<file path="src/rtl/sized_queue_if.sv">
//------------------------------------------------------------------------------
// Module : sized_queue_if
// Brief  : Handshake/status bundle between a sized_queue and its producer
//          and consumer.
// Rev    : 1.0 - initial release
//------------------------------------------------------------------------------
`default_nettype none

interface sized_queue_if #(
    parameter int WIDTH = 32,
    parameter int DEPTH = 8
);
    localparam int CW = $clog2(DEPTH + 1);

    logic             push_valid;
    logic [WIDTH-1:0] push_data;
    logic             push_ready;
    logic             pop_valid;
    logic [WIDTH-1:0] pop_data;
    logic             pop_ready;
    logic             clear;
    logic [CW-1:0]    size;
    logic             full;
    logic             empty;
    logic [CW-1:0]    peak_size;

    // Producer/consumer side
    modport master (
        output push_valid, push_data, pop_ready, clear,
        input  push_ready, pop_valid, pop_data, size, full, empty, peak_size
    );

    // Queue side
    modport slave (
        input  push_valid, push_data, pop_ready, clear,
        output push_ready, pop_valid, pop_data, size, full, empty, peak_size
    );
endinterface

`default_nettype wire

</file>
<file path="src/rtl/sized_queue.sv">
//------------------------------------------------------------------------------
// Module : sized_queue
// Brief  : Bounded FIFO queue (push_back/pop_front/delete/size) with
//          show-ahead output; optional high-water mark via SIZED_QUEUE_PEAK_EN.
// Rev    : 1.0 - initial release
//------------------------------------------------------------------------------
`default_nettype none

module sized_queue #(
    parameter int WIDTH = 32,
    parameter int DEPTH = 8
) (
    input  wire            clk,
    input  wire            rst_n,
    sized_queue_if.slave   q
);
    localparam int CW = $clog2(DEPTH + 1);
    localparam int PW = $clog2(DEPTH);

    localparam logic [PW-1:0] c_last_ptr = PW'(DEPTH - 1);
    localparam logic [CW-1:0] c_depth    = CW'(DEPTH);

    logic [WIDTH-1:0] r_mem [DEPTH];
    logic [PW-1:0]    r_wr_ptr;
    logic [PW-1:0]    r_rd_ptr;
    logic [CW-1:0]    r_count;

    logic             w_full;
    logic             w_empty;
    logic             w_push;
    logic             w_pop;
    logic [CW-1:0]    w_count_nxt;
    logic [PW-1:0]    w_wr_ptr_nxt;
    logic [PW-1:0]    w_rd_ptr_nxt;

    // Explicit wrap so non-power-of-two depths work
    function automatic logic [PW-1:0] ptr_inc(input logic [PW-1:0] ptr);
        return (ptr == c_last_ptr) ? '0 : ptr + PW'(1);
    endfunction

    assign w_full  = (r_count == c_depth);
    assign w_empty = (r_count == '0);
    assign w_push  = q.push_valid && !w_full;
    assign w_pop   = q.pop_ready && !w_empty;

    always_comb begin
        w_count_nxt  = r_count;
        w_wr_ptr_nxt = r_wr_ptr;
        w_rd_ptr_nxt = r_rd_ptr;
        if (q.clear) begin
            w_count_nxt  = '0;
            w_wr_ptr_nxt = '0;
            w_rd_ptr_nxt = '0;
        end else begin
            if (w_push) w_wr_ptr_nxt = ptr_inc(r_wr_ptr);
            if (w_pop)  w_rd_ptr_nxt = ptr_inc(r_rd_ptr);
            case ({w_push, w_pop})
                2'b10:   w_count_nxt = r_count + CW'(1);
                2'b01:   w_count_nxt = r_count - CW'(1);
                default: w_count_nxt = r_count;
            endcase
        end
    end

    always_ff @(posedge clk or negedge rst_n) begin
        if (!rst_n) begin
            r_count  <= '0;
            r_wr_ptr <= '0;
            r_rd_ptr <= '0;
        end else begin
            r_count  <= w_count_nxt;
            r_wr_ptr <= w_wr_ptr_nxt;
            r_rd_ptr <= w_rd_ptr_nxt;
        end
    end

    // Storage is not reset or scrubbed; only the pointers define validity
    always_ff @(posedge clk) begin
        if (w_push && !q.clear) begin
            r_mem[r_wr_ptr] <= q.push_data;
        end
    end

    assign q.push_ready = !w_full;
    assign q.pop_valid  = !w_empty;
    assign q.pop_data   = r_mem[r_rd_ptr];
    assign q.size       = r_count;
    assign q.full       = w_full;
    assign q.empty      = w_empty;

`ifdef SIZED_QUEUE_PEAK_EN
    logic [CW-1:0] r_peak;

    // Lifetime high-water mark: survives clear, only reset restarts it
    always_ff @(posedge clk or negedge rst_n) begin
        if (!rst_n) begin
            r_peak <= '0;
        end else if (w_count_nxt > r_peak) begin
            r_peak <= w_count_nxt;
        end
    end

    assign q.peak_size = r_peak;
`else
    assign q.peak_size = '0;
`endif

endmodule

`default_nettype wire

</file>
<file path="src/flat_wrapper.sv">
// flat-port wrapper written by rule: the top's interface ports become plain ports
module sized_queue_flat 
#(
    parameter int WIDTH = 32,
    parameter int DEPTH = 8
)
  (clk, rst_n, q_push_valid, q_push_data, q_pop_ready, q_clear, q_push_ready, q_pop_valid, q_pop_data, q_size, q_full, q_empty, q_peak_size);
  sized_queue_if #(.WIDTH(WIDTH), .DEPTH(DEPTH)) q_i ();
  input  wire clk;
  input  wire rst_n;
  input wire logic [$bits(q_i.push_valid)-1:0] q_push_valid;
  input wire logic [$bits(q_i.push_data)-1:0] q_push_data;
  input wire logic [$bits(q_i.pop_ready)-1:0] q_pop_ready;
  input wire logic [$bits(q_i.clear)-1:0] q_clear;
  output wire logic [$bits(q_i.push_ready)-1:0] q_push_ready;
  output wire logic [$bits(q_i.pop_valid)-1:0] q_pop_valid;
  output wire logic [$bits(q_i.pop_data)-1:0] q_pop_data;
  output wire logic [$bits(q_i.size)-1:0] q_size;
  output wire logic [$bits(q_i.full)-1:0] q_full;
  output wire logic [$bits(q_i.empty)-1:0] q_empty;
  output wire logic [$bits(q_i.peak_size)-1:0] q_peak_size;
  assign q_i.push_valid = q_push_valid;
  assign q_i.push_data = q_push_data;
  assign q_i.pop_ready = q_pop_ready;
  assign q_i.clear = q_clear;
  assign q_push_ready = q_i.push_ready;
  assign q_pop_valid = q_i.pop_valid;
  assign q_pop_data = q_i.pop_data;
  assign q_size = q_i.size;
  assign q_full = q_i.full;
  assign q_empty = q_i.empty;
  assign q_peak_size = q_i.peak_size;
  sized_queue #(.WIDTH(WIDTH), .DEPTH(DEPTH)) u_core (.clk(clk), .rst_n(rst_n), .q(q_i));
endmodule
</file>
<file path="config.mk">
export PLATFORM = sky130hd
export DESIGN_NAME = sized_queue_flat
export DESIGN_NICKNAME = d
export VERILOG_FILES = /design/src/rtl/sized_queue_if.sv /design/src/rtl/sized_queue.sv /design/src/flat_wrapper.sv
export SDC_FILE = /design/constraint.sdc
export NUM_CORES = 1
export LEC_CHECK = 0
export BUFFER_PORTS_ARGS = -buffer_cell sky130_fd_sc_hd__buf_2
export CORE_AREA = 2 2 164 166
export DETAILED_ROUTE_END_ITERATION = 6
export DIE_AREA = 0 0 166 168
export PLACE_DENSITY = 0.59
export SYNTH_ARGS = -nofsm -noshare
export SYNTH_HDL_FRONTEND = slang
export SYNTH_SLANG_ARGS = --single-unit
</file>
<file path="constraint.sdc">
create_clock -name clk -period 4.44 [get_ports clk]
set_clock_uncertainty 0.05 [all_clocks]
set_input_delay 1.11 -clock clk [delete_from_list [all_inputs] [get_ports clk]]
set_output_delay 1.11 -clock clk [all_outputs]
set_load 0.05 [all_outputs]
</file>
==> results.yml <==
timing:
  slew_violations: 0
  min_period_over_period: 0.853
  hold-worst-slack_ns: 0.384
  worst_slew_pin_slew_ns: 1.06
  final.setup.tns_ns: 0
  setup_viol_count_final: 0
  grt_setup_unrepaired: "no"
  timing.slew.headroom: 0.296
  timing_hold_violations_final: 0
  max_freq_mhz: 264
  final.setup.worst_slack_ns: 0.653
  period_needed_ns: 3.79
finish:
  post_layout_nonfiller_instances: 917
  syn_to_final_growth_pct: 16.6
  final_nets: 600
  drive_gt1_frac: 0.411
  layout.cells.most_common_list: "edfxtp_1 (256), buf_2 (76), mux4_2 (64)"
  layout.core_utilization: 0.457
  mostFrequentLayoutCell: "edfxtp_1"
  fillers: 2202
synth:
  yosysWarningCount: 0
  synth_cell_types: 33
  synth.top_cells.by_area: "edfxtp_1 (74%), mux4_2 (14%), mux2_2 (3.5%)"
  post_synth_instance_area_mm2: 0.0103
  netlist.area_leader.share: 0.744
  syn_inst: 454
  synth-seq-cells: 266
  synth.yosys.seq_area_share: 0.768
  synth_area_leader_cell: "edfxtp_1"
  synthesis.area_per_instance_um2: 22.8
floorplan:
  rows: 60
  die_x_um: 166
  design.die.area_mm2: 0.0279
  die_height_um: 168
  core_area_mm2: 0.0264
  start_util: 0.392
  boundaryPins: 81
worst_setup_path:
  regToRegEndpoint: "u_core.q.size[3]$_DFFE_PN0P_"
  worstPathRequired_ns: 3.28
  crit_buf_inv: 2
  critical_path_cell_count: 4
  delay_heaviest_family_cp: "flip-flops"
  crit_slowest_cell: "dfrtp_4"
  worst-r2r-cell-count: 8
  critical_path.startpoint: "u_core.r_rd_ptr[1]$_DFFE_PN0P_"
  worst_endpoint_data_arrival_time_ns: 2.63
  timing.setup.critical_path_class: "reg2out"
  cell_by_cell_trace_of_the_critical_path: "buf_4 > mux4_2 > mux2_2 > buf_2"
  critPathMaxFanout: 48
  setup.worst_path.start_class: "register"
  setup.worst_path.end_class: "output port"
  r2r_setup_slack_ns: 1.20
  crit_path_max_incr_delay_ns: 0.91
  regToRegStartpoint: "u_core.q.size[0]$_DFFE_PN0P_"
clocking:
  post_cts.repair.setup_buffers: 0
  worst_skew_pair_later_pin_latency_ns: 0.53
  cts-resized-gates: 0
  cts_tree: "yes"
  cts.sink_count: 266
  htree_levels: 1
  cts.path.max_buffers: 3
  cts.hold.buffers_added: 0
  clkTransAtPathRegs_ns: 0.06
  number_of_buffers_created_by_cts: 28
  clock-root-buffer: "clkbuf_16"
placed_design:
  detailed_place_hpwl_um: 11800
  finalWeightedCongestion: 0.713
  place_ws_ns: 1.17
  place.detailed.instances: 867
  placement.io_buffers: 76
routing:
  dr_wl_met2_um: 10200
  drt-initial-drc-count: 314
  dr.pass1.iters: 4
  finalWirelength_um: 20200
  drt-met1-wl_um: 8480
  drcViolationCount: 0
  drtAntennaViolNets: 0
  top_layer_used: "met4"
  post_drt_via_cell_ratio: 5.26
  wl_met3_um: 995
  vias: 4823
  detail_route.wl_per_cell_um: 22.1
global_route:
  grt_usage: 0.147
  gr-total-overflow: 0
  grt_start_max_net_pins: 49
  via_count_of_the_first_global_routing_pass: 5197
  grt_antenna_before_repair: 2
  grt_pass1_wl_um: 31100
power:
  power.density_cell_area_mw_per_mm2: 546
  max-vdd-ir-drop_mv: 0.391
  static-leakage-power_nw: 3.92
flow_run:
  drv_cap: 0
worst_hold_path:
  min_path_type: "in2async"
outcome:
  status: "completed"
## where the power goes
part / internal, mW / switching (mW) / leakage [nW]
sequential: 2.84 / 0.122 / 2.44
clock: 1.19 / 0.868 / 0.391
combinational: 0.603 / 0.957 / 1.09
## synthesized netlist by cell type
cell and number:
mux2i_1 4, o311a_1 1, buf_2 5, edfxtp_1 256, nand3_1 1, a211oi_2 1, clkbuf_1 9, or4b_1 1
nand3b_1 2, a21boi_0 1, nor3_1 6, conb_1 1, nor2_1 15, and3b_1 1, o41ai_4 1, inv_1 2
mux2_2 32, buf_4 5, fa_1 1, nand2b_1 4, mux2_4 1, ha_1 6, buf_1 5, or3_1 2
a311o_1 1, xnor2_1 2, mux4_2 64, a21oi_1 6, dfrtp_1 10, a211oi_1 1, and2_1 1, nand2_2 1
nand2_1 5
## logic make-up (layout without fill, tap and decap cells)
kind of cell             Yosys count  after routing  share of synthesized area
AND/OR/NAND/NOR                   39             39                     0.0188
flip-flops                       266            266                      0.768
buffers and inverters             26            143                     0.0119
XOR/XNOR                           2              2                    0.00170
AO/OA/AOI/OAI                     12             12                     0.0102
adder cells (fa/ha/maj)            7              7                    0.00920
other                              1              6                   0.000363
multiplexers                     101            101                      0.180
## layer usage
layer,track usage,vias to the layer above
li1,-,2105
met1,0.189,2566
met2,0.250,115
met3,0.0289,37
met4,0.0514,0
met5,0,-
## layout make-up
class / instances / area, um2 / area share
multi-input combinational: 165 / 2340 / 0.194
sequential: 266 / 7950 / 0.659
antenna: 2 / 5.00 / 0.000415
clock buffer: 40 / 767 / 0.0637
inverter: 2 / 7.51 / 0.000623
timing repair buffer: 93 / 520 / 0.0432
clock inverter: 8 / 37.5 / 0.00312
tap: 341 / 427 / 0.0354
## state kept, by name, summed over array words and instances, names as in the netlist
name / flops
u_core.q.size: 4
u_core.r_rd_ptr: 3
u_core.r_wr_ptr: 3
u_core.r_mem: 256
## worst max-delay path by stage
stage and to:
2_1_floorplan u_core.r_mem[0][0]$_DFFE_PP_, 3_3_place_gp q_pop_data[30], 3_5_place_dp q_pop_data[30], 4_1_cts q_pop_data[30], 5_1_grt q_pop_data[7], 6_report q_pop_data[30]
## stage by stage
step	total power [mW]	instance area (um2)
2_1_floorplan	4.22	10300
3_3_place_gp	4.57	11200
3_5_place_dp	4.60	11200
4_1_cts	6.66	12000
5_1_grt	6.85	12000
6_report	6.58	12000
No activity file was read; power rests on OpenSTA's default activity.
